`src/rtl/ahb2apb_bridge_pkg.sv`:
```
// -----------------------------------------------------------------------------
// ahb2apb_bridge_pkg
// Shared definitions for the AHB-Lite to APB3 bridge.
//   - HTRANS_* : AHB transfer type codes
//   - HRESP_*  : AHB response codes
//   - bridge_state_e : 3-bit bridge FSM state encoding
//   - is_xfer_req()  : AHB address-phase acceptance test
// -----------------------------------------------------------------------------
package ahb2apb_bridge_pkg;

    localparam logic [1:0] HTRANS_IDLE   = 2'b00;
    localparam logic [1:0] HTRANS_BUSY   = 2'b01;
    localparam logic [1:0] HTRANS_NONSEQ = 2'b10;
    localparam logic [1:0] HTRANS_SEQ    = 2'b11;

    localparam logic HRESP_OKAY  = 1'b0;
    localparam logic HRESP_ERROR = 1'b1;

    typedef enum logic [2:0] {
        ST_IDLE   = 3'd0,
        ST_WDATA  = 3'd1,
        ST_SETUP  = 3'd2,
        ST_ACCESS = 3'd3,
        ST_ERR1   = 3'd4,
        ST_ERR2   = 3'd5
    } bridge_state_e;

    // NONSEQ and SEQ both have htrans[1] set; IDLE and BUSY never start a transfer.
    function automatic logic is_xfer_req(input logic       sel,
                                         input logic [1:0] trans,
                                         input logic       ready);
        return sel & trans[1] & ready;
    endfunction

endpackage

```
`src/rtl/ahb2apb_bridge_apb_pready_timeout.sv`:
```
// -----------------------------------------------------------------------------
// apb_pready_timeout
// Counts APB ACCESS cycles spent waiting on pready and flags the last
// permitted wait cycle so the bridge can force an error response.
// Ports:
//   clk      in   bridge clock
//   rst_n    in   synchronous active-low reset
//   i_clr    in   clear the count (held while the bridge is in SETUP)
//   i_en     in   count one waited cycle (ACCESS with pready low)
//   o_expire out  this waited cycle is the last one allowed
// PREADY_TO = 0 disables the timeout entirely (o_expire never asserts).
// -----------------------------------------------------------------------------
module apb_pready_timeout #(
    parameter int PREADY_TO = 16
) (
    input  logic clk,
    input  logic rst_n,
    input  logic i_clr,
    input  logic i_en,
    output logic o_expire
);

    localparam int CNT_W = (PREADY_TO > 0) ? $clog2(PREADY_TO + 1) : 1;
    localparam logic [CNT_W-1:0] LAST_CNT = (PREADY_TO > 0) ? CNT_W'(PREADY_TO - 1) : '0;
    localparam logic TO_ENABLED = (PREADY_TO > 0) ? 1'b1 : 1'b0;

    logic [CNT_W-1:0] r_cnt;

    // Wait-cycle counter; with the timeout disabled it may wrap harmlessly.
    always_ff @(posedge clk) begin
        if (!rst_n) begin
            r_cnt <= '0;
        end else if (i_clr) begin
            r_cnt <= '0;
        end else if (i_en) begin
            r_cnt <= r_cnt + CNT_W'(1);
        end else begin
            r_cnt <= r_cnt;
        end
    end

    assign o_expire = TO_ENABLED & i_en & (r_cnt == LAST_CNT);

endmodule

```
`src/rtl/ahb2apb_bridge.sv`:
```
// -----------------------------------------------------------------------------
// ahb2apb_bridge
// AHB-Lite slave to APB3 master bridge. Each accepted AHB single transfer is
// issued as one APB SETUP + ACCESS sequence. pslverr, or pready staying low for
// PREADY_TO ACCESS cycles, becomes a two-cycle AHB ERROR response.
// All AHB and APB outputs come straight from registers.
// Ports:
//   clk, rst_n                         clock, synchronous active-low reset
//   hsel, haddr, htrans, hwrite,
//   hsize, hwdata, hready              AHB-Lite slave inputs (hsize ignored)
//   hreadyout, hresp, hrdata           AHB-Lite slave outputs
//   psel, penable, pwrite, paddr,
//   pwdata                             APB3 master outputs
//   prdata, pready, pslverr            APB3 master inputs
// -----------------------------------------------------------------------------
module ahb2apb_bridge
    import ahb2apb_bridge_pkg::*;
#(
    parameter int ADDR_W    = 32,
    parameter int DATA_W    = 32,
    parameter int PREADY_TO = 16
) (
    input  logic              clk,
    input  logic              rst_n,
    input  logic              hsel,
    input  logic [ADDR_W-1:0] haddr,
    input  logic [1:0]        htrans,
    input  logic              hwrite,
    input  logic [2:0]        hsize,
    input  logic [DATA_W-1:0] hwdata,
    input  logic              hready,
    output logic              hreadyout,
    output logic              hresp,
    output logic [DATA_W-1:0] hrdata,
    output logic              psel,
    output logic              penable,
    output logic              pwrite,
    output logic [ADDR_W-1:0] paddr,
    output logic [DATA_W-1:0] pwdata,
    input  logic [DATA_W-1:0] prdata,
    input  logic              pready,
    input  logic              pslverr
);

    bridge_state_e     r_state;
    logic              r_hreadyout;
    logic              r_hresp;
    logic [DATA_W-1:0] r_hrdata;
    logic              r_psel;
    logic              r_penable;
    logic              r_pwrite;
    logic [ADDR_W-1:0] r_paddr;
    logic [DATA_W-1:0] r_pwdata;

    logic w_accept;
    logic w_to_clr;
    logic w_to_en;
    logic w_to_expire;
    logic w_unused_hsize;

    // All transfers go out as full-width APB accesses, so the size is not used.
    assign w_unused_hsize = ^hsize;

    assign w_accept = is_xfer_req(hsel, htrans, hready);
    assign w_to_clr = (r_state == ST_SETUP);
    assign w_to_en  = (r_state == ST_ACCESS) & ~pready;

    apb_pready_timeout #(
        .PREADY_TO (PREADY_TO)
    ) u_timeout (
        .clk      (clk),
        .rst_n    (rst_n),
        .i_clr    (w_to_clr),
        .i_en     (w_to_en),
        .o_expire (w_to_expire)
    );

    // Bridge FSM; every output is loaded on the edge that enters the state it belongs to.
    always_ff @(posedge clk) begin
        if (!rst_n) begin
            r_state     <= ST_IDLE;
            r_hreadyout <= 1'b1;
            r_hresp     <= HRESP_OKAY;
            r_hrdata    <= '0;
            r_psel      <= 1'b0;
            r_penable   <= 1'b0;
            r_pwrite    <= 1'b0;
            r_paddr     <= '0;
            r_pwdata    <= '0;
        end else begin
            case (r_state)
                // ERR2 behaves like IDLE for acceptance; its hresp=1 was loaded on entry.
                ST_IDLE, ST_ERR2: begin
                    r_hresp   <= HRESP_OKAY;
                    r_penable <= 1'b0;
                    if (w_accept) begin
                        r_paddr     <= haddr;
                        r_pwrite    <= hwrite;
                        r_hreadyout <= 1'b0;
                        if (hwrite) begin
                            // Write data only arrives in the next (data-phase) cycle.
                            r_state <= ST_WDATA;
                            r_psel  <= 1'b0;
                        end else begin
                            r_state <= ST_SETUP;
                            r_psel  <= 1'b1;
                        end
                    end else begin
                        r_state     <= ST_IDLE;
                        r_hreadyout <= 1'b1;
                        r_psel      <= 1'b0;
                    end
                end
                ST_WDATA: begin
                    r_pwdata <= hwdata;
                    r_psel   <= 1'b1;
                    r_state  <= ST_SETUP;
                end
                ST_SETUP: begin
                    r_penable <= 1'b1;
                    r_state   <= ST_ACCESS;
                end
                ST_ACCESS: begin
                    if (pready) begin
                        r_psel    <= 1'b0;
                        r_penable <= 1'b0;
                        if (pslverr) begin
                            r_hresp <= HRESP_ERROR;
                            r_state <= ST_ERR1;
                        end else begin
                            r_hreadyout <= 1'b1;
                            r_state     <= ST_IDLE;
                            if (!r_pwrite) begin
                                r_hrdata <= prdata;
                            end else begin
                                r_hrdata <= r_hrdata;
                            end
                        end
                    end else if (w_to_expire) begin
                        r_psel    <= 1'b0;
                        r_penable <= 1'b0;
                        r_hresp   <= HRESP_ERROR;
                        r_state   <= ST_ERR1;
                    end else begin
                        r_state <= ST_ACCESS;
                    end
                end
                ST_ERR1: begin
                    // Second error cycle: hresp stays high while hreadyout rises.
                    r_hresp     <= HRESP_ERROR;
                    r_hreadyout <= 1'b1;
                    r_state     <= ST_ERR2;
                end
                default: begin
                    r_state     <= ST_IDLE;
                    r_hreadyout <= 1'b1;
                    r_hresp     <= HRESP_OKAY;
                    r_psel      <= 1'b0;
                    r_penable   <= 1'b0;
                end
            endcase
        end
    end

    assign hreadyout = r_hreadyout;
    assign hresp     = r_hresp;
    assign hrdata    = r_hrdata;
    assign psel      = r_psel;
    assign penable   = r_penable;
    assign pwrite    = r_pwrite;
    assign paddr     = r_paddr;
    assign pwdata    = r_pwdata;

endmodule
```
`config.mk`:
```
export PLATFORM = sky130hd
export DESIGN_NAME = ahb2apb_bridge
export DESIGN_NICKNAME = d
export VERILOG_FILES = /design/src/rtl/ahb2apb_bridge_pkg.sv /design/src/rtl/ahb2apb_bridge_apb_pready_timeout.sv /design/src/rtl/ahb2apb_bridge.sv
export SDC_FILE = /design/constraint.sdc
export NUM_CORES = 1
export LEC_CHECK = 0
export CAP_MARGIN = 10
export CORE_AREA = 2 2 109 111
export DETAILED_ROUTE_END_ITERATION = 16
export DIE_AREA = 0 0 111 113
export GPL_TIMING_DRIVEN = 0
export PLACE_DENSITY = 0.77
export SLEW_MARGIN = 20
export SYNTH_ARGS = -nofsm -noshare
export SYNTH_HDL_FRONTEND = slang
export SYNTH_HIERARCHICAL = 1
export SYNTH_SLANG_ARGS = --single-unit
```
`constraint.sdc`:
```
create_clock -name clk -period 2.31 [get_ports clk]
set_input_delay 0.3465 -clock clk [delete_from_list [all_inputs] [get_ports clk]]
set_output_delay 0.3465 -clock clk [all_outputs]
set_load 0.02 [all_outputs]
```
==> impl_metrics.toml, run 1 <==
[outcome]
status = "complete, no violations"

[sta]
hold_violations = 0
setup_tns_ns = 0
finalCritPeriodShare = 0.847
slew_headroom = 0.605
setup_viol = 0
fmax_mhz = 511
drv_slew = 0
fin_crit_ns = 1.96
finalClockSkew_ns = 0.00549
worst_slack_ns = 0.354
worst_pin_slew_ns = 0.593
rsz0062_at_grt = "no"

[yosys]
synth_area_leaders = "dfxtp_1, a21boi_1, nand3_1"
yosys_most_used_dff = "dfxtp_1"
synth_area_per_cell_um2 = 8.75
synthesis.area_um2 = 4430
synth_nets = 617
synth_edf_count = 0
synth_top_area_cell = "dfxtp_1"
yosysTopAreaCellShare = 0.492
syn-instance-count = 507
synth_cell_types = 43
yosysWarnings = 6
yosysSeqAreaShare = 0.492
synth-seq-cells = 109
async_reset_ff_frac = 0

[worst_setup_path]
path_cells = "buf_2 > nand2_1 > nor3_1 > buf_2 > and2_1 > o21ai_0 > a221oi_2 > a211oi_1"
critPathMostFrequentCell = "buf_2"
slowest_stage = "dfxtp_1"
max_stage_delay_ns = 0.38
end_kind = "flip-flop"
cp.arrival_ns = 2.17
crit_type = "reg2reg"
crit_buf_inv = 2
cp-start-kind = "flip-flop"
worstPathMaxFanout = 10
required_ns = 2.53
critPathTopFamily = "compound AO/OA/AOI/OAI gates"

[floorplanning]
die_x_um = 111
core_area_um2 = 11300
start_util = 0.393
rows = 39
dieHeight_um = 113
die_area_um2 = 12500
pin_count = 209

[routing]
drt_iter0_drc = 290
ant_nets = 0
wl_per_cell_um = 15.4
vias_per_cell = 5.17
wirelength_um = 13400
vias = 4500
remaining_drc_errors = 0
dr.pass1.iters = 4

[power_and_ir_drop]
p_per_area_nw_per_um2 = 591
leakage_nw = 2.40
peakVddDrop_uv = 407

[place]
numPortBuffers = 204
dp_hpwl_um = 10100
place_congestion = 0.797
dp_slack_ns = 0.0231

[clock_network]
path_clk_slew_ns = 0.07
cts_htree_levels = 3
insertion_delay_ns = 0.34
tritoncts = "yes"
cts_setup_buffers = 0
clock-root-buffer = "clkbuf_16"
clockBufferDepth = 2
cts.sinks = 109
cts_inserted_buffers = 9

[layout]
multi_input_area_um2 = 2040
layout_commonest_cell = "clkdlybuf4s50_1"
syn2layout_area_growth_pct = 56.8
fin_nets = 832
drive_above_1_share = 0.0536
n_antenna_cell = 0
filler_cell_count = 1010
seq_area_um2 = 2180
final_cell_mix = "clkdlybuf4s50_1, dfxtp_1, a21boi_1"

[global_routing]
grt_pass1_vias = 4464
globalRouteOverflowTotal = 0
grt_pass1_wl_um = 21400
grt_max_degree = 18
track_usage = 0.207
antenna_found_initial = 0

[flow_run]
maxCapViolations = 0

[hold_path]
worstHoldPathType = "reg2reg"
==> through the flow <==
| stage | util | total power [mW] | std cells | area [um2] | hold WS, ns |
|---|---|---|---|---|---|
| finish | 0.617 | 4.11 | 870 | 6950 | 0.454 |
| global route | 0.617 | 4.28 | 870 | 6950 | 0.469 |
| CTS | 0.616 | 4.15 | 870 | 6950 | 0.456 |
| detailed placement | 0.590 | 2.62 | 854 | 6660 | 0.448 |
| global placement | 0.590 | 2.61 | 854 | 6660 | 0.441 |
| floorplan | - | 2.27 | 507 | 4430 | 0.456 |
==> power breakdown <==
part | total, mW | leakage, nW | switching, mW | internal [mW]
logic | 0.625 | 1.37 | 0.296 | 0.329
registers | 1.96 | 0.882 | 0.0270 | 1.93
clock network | 1.53 | 0.143 | 0.686 | 0.840
==> final cells by class <==
type,count,share of cell area
tap,143,0.0257
sequential,109,0.314
buffer,49,0.0311
multi-input combinational,348,0.293
timing repair buffer,204,0.294
inverter,1,0.000540
clock inverter,6,0.00882
clock buffer,10,0.0329
==> worst reg2reg max path, stage by stage (launching register included) <==
cell,delay [ns]
dfxtp_1,0.38
buf_2,0.25
nand2_1,0.10
nor3_1,0.12
buf_2,0.21
and2_1,0.20
o21ai_0,0.16
a221oi_2,0.31
a211oi_1,0.11
==> per-layer routing <==
| layer | vias to the layer above | part of all wire | GRT usage |
|---|---|---|---|
| met5 | - | 0 | 0 |
| met4 | 0 | 0.021 | 0.0708 |
| met3 | 18 | 0.059 | 0.0509 |
| met2 | 127 | 0.50 | 0.364 |
| met1 | 2150 | 0.42 | 0.250 |
| li1 | 2205 | - | - |
==> flip-flops by register name, indices dropped and copies added, names as in the netlist <==
signal	flops
r_state	3
pwdata	32
paddr	32
pwrite	1
psel	1
u_timeout/r_cnt	5
hrdata	32
penable	1
hresp	1
hreadyout	1
==> cell usage after synthesis, types with 2 or more instances <==
library cell and number:
a21boi_1 89, nand3_1 65, nor3b_1 2, mux2i_1 3, o21ai_0 63, nor2_1 6, a211oi_1 2, ha_1 2
buf_2 17, and2_1 2, a21boi_0 8, nand2_1 68, buf_4 3, nor3_1 2, a21oi_1 2, clkbuf_1 28
nand2b_1 2, o21ai_1 6, and4b_1 2, o21a_1 2, or3b_1 2, dfxtp_1 109, nand3b_1 2
==> cells by family after synthesis <==
group,count (synthesis),share of synthesized area
AO/OA/AOI/OAI,177,0.260
adder cells (fa/ha/maj),2,0.00564
AND/OR/NAND/NOR,163,0.178
buffers and inverters,50,0.0497
XOR/XNOR,3,0.00762
flip-flops,109,0.492
multiplexers,3,0.00677
==> worst paths after layout <==
check,startpoint,end,slack [ns],cells past startpoint
min,pwdata[22],pwdata[22],0.45,2
max,r_state[0],psel,0.35,8
max reg2reg,r_state[0],psel,0.35,8
min reg2reg,pwdata[22],pwdata[22],0.45,2
==> what timing repair did <==
action	4_1_cts	5_1_grt
setup endpoints to repair	0	1
hold buffers	0	0
gates resized for setup	0	1
Power figures use the tool's default switching activity.
==> run 2, diff against run 1 <==
--- a/config.mk
+++ b/config.mk
@@ -6,11 +6,11 @@
 export NUM_CORES = 1
 export LEC_CHECK = 0
 export CAP_MARGIN = 10
-export CORE_AREA = 2 2 109 111
+export CORE_AREA = 2 2 113 115
 export DETAILED_ROUTE_END_ITERATION = 16
-export DIE_AREA = 0 0 111 113
+export DIE_AREA = 0 0 115 117
 export GPL_TIMING_DRIVEN = 0
-export PLACE_DENSITY = 0.77
+export PLACE_DENSITY = 0.75
 export SLEW_MARGIN = 20
 export SYNTH_ARGS = -nofsm -noshare
 export SYNTH_HDL_FRONTEND = slang
==> constraint.sdc (replaced) <==
create_clock -name clk -period 1.6 [get_ports clk]
set_input_delay 0.24 -clock clk [delete_from_list [all_inputs] [get_ports clk]]
set_output_delay 0.24 -clock clk [all_outputs]
set_load 0.02 [all_outputs]
==> run 2 against run 1 <==
Effect of this change: the run now ends with negative setup slack left; final cell count increased by 1.5%; largest power group unchanged; via count decreased by 0.27%; flip-flop and latch count unchanged; die area increased by 7.3%; sequential share of layout area decreased by 1.1 points; utilization decreased by 2.9 points.
==> impl_metrics.toml, run 2 (synthesis results as in run 1) <==
[routing]
drt_iter0_drc = 330
ant_nets = 0
wl_per_cell_um = 15.4
remaining_drc_errors = 0
vias = 4488
dr.pass1.iters = 4
vias_per_cell = 5.08
wirelength_um = 13600

[global_routing]
globalRouteOverflowTotal = 0
antenna_found_initial = 0
grt_max_degree = 18
grt_pass1_vias = 4299
grt_pass1_wl_um = 20800
track_usage = 0.195

[sta]
hold_violations = 0
fin_crit_ns = 1.61
fmax_mhz = 623
rsz0062_at_grt = "yes"
finalClockSkew_ns = 0.00438
setup_viol = 2
slew_headroom = 0.717
worst_slack_ns = -0.00545
drv_slew = 0
worst_pin_slew_ns = 0.424
finalCritPeriodShare = 1.00

[power_and_ir_drop]
leakage_nw = 2.74
p_per_area_nw_per_um2 = 847
peakVddDrop_uv = 750
power_mw = 6.13

[layout]
fin_area_um2 = 7240
syn2layout_area_growth_pct = 63.3
layout_commonest_cell = "clkdlybuf4s50_1"
fin_nets = 838
filler_cell_count = 1111
drive_above_1_share = 0.102
n_antenna_cell = 0
final_cell_mix = "clkdlybuf4s50_1, dfxtp_1, a21boi_1"
fin_cells = 883

[worst_setup_path]
slowest_stage = "dfxtp_4"
worstPathMaxFanout = 10
required_ns = 1.82
path_cells = "buf_8 > nor3_2 > buf_4 > and2_4 > o21ai_2 > a221oi_4 > a211oi_2"
cp.arrival_ns = 1.83
cp-start-kind = "flip-flop"
end_kind = "flip-flop"
max_stage_delay_ns = 0.38
crit_type = "reg2reg"

[hold_path]
worstHoldPathType = "in2reg"

[floorplanning]
core_area_um2 = 12300
pin_count = 209
dieHeight_um = 117
die_x_um = 115
rows = 41
die_area_um2 = 13500
start_util = 0.360

[outcome]
status = "finished with violations"
violations = "negative setup slack"

[flow_run]
maxCapViolations = 0

[clock_network]
insertion_delay_ns = 0.35
clockBufferDepth = 2
cts_inserted_buffers = 9
clock-root-buffer = "clkbuf_16"
cts.sinks = 109
cts_htree_levels = 3
tritoncts = "yes"
path_clk_slew_ns = 0.07

[place]
dpl.cell_count = 861
place_area_um2 = 6700
place_congestion = 0.799
numPortBuffers = 204
dp_slack_ns = -0.603
dp_hpwl_um = 10100
-- run 2: changes by cell type in the layout (fill, tap and decap cells not counted), sizes merged --
cell / previous run / this run
clkinv: 3 / 2
clkbuf: 38 / 42
dlymetal6s2s: 0 / 14
dlygate4sd2: 0 / 2
inv: 2 / 1
buf: 21 / 24
bufinv: 1 / 2
clkdlybuf4s50: 204 / 188
-- run 2: final timing paths --
kind,slack (ns),from,cells after the start,end
worst max-delay path,-0.005,r_state[2],7,psel
worst min-delay path,0.43,hwdata[9],3,pwdata[9]
worst max register to register,-0.005,r_state[2],7,psel
worst min register to register,0.45,pwdata[9],2,pwdata[9]
-- run 2: final cells by class --
class | count | area [um2] | area share
Buffer | 48 | 270 | 0.0373
Clock buffer | 11 | 233 | 0.0321
Clock inverter | 5 | 85.1 | 0.0118
Inverter | 1 | 3.75 | 0.000518
Multi-Input combinational cell | 348 | 2140 | 0.296
Sequential cell | 109 | 2190 | 0.303
Tap cell | 150 | 188 | 0.0259
Timing Repair Buffer | 211 | 2130 | 0.294
-- run 2: stage by stage --
stage	util	hold WS [ns]	TNS, ns
6_report	0.588	0.432	-0.00722
3_5_place_dp	0.544	0.447	-36.65
4_1_cts	0.575	0.418	-0.0267
2_1_floorplan	-	0.375	-0.00434
3_3_place_gp	0.544	0.441	-35.57
5_1_grt	0.588	0.435	-0.287
-- run 2: critical path: cells and delay by family (launching register included) --
| family | cells | cell delay [ns] |
|---|---|---|
| AOI/OAI and AO/OA | 3 | 0.52 |
| buffers and inverters | 2 | 0.28 |
| and+or+nand+nor | 2 | 0.30 |
| DFF | 1 | 0.38 |
-- run 2: repair_timing --
item,CTS,global route
hold buffers,0,0
setup endpoints to repair,58,106
gates resized for setup,15,50
setup buffers,4,3
pin swaps,3,6
-- run 2: layer usage --
| layer | up-vias | wire length [um] | global-route usage |
|---|---|---|---|
| met3 | 17 | 931 | 0.0623 |
| met4 | 0 | 246 | 0.0570 |
| li1 | 2209 | - | - |
| met5 | - | 0 | 0 |
| met2 | 148 | 6840 | 0.342 |
| met1 | 2114 | 5580 | 0.231 |
-- run 2: where the power goes --
group | internal (mW) | switching [mW] | total [mW]
registers | 2.78 | 0.0414 | 2.83
logic | 0.503 | 0.443 | 0.947
clock network | 1.38 | 0.981 | 2.36
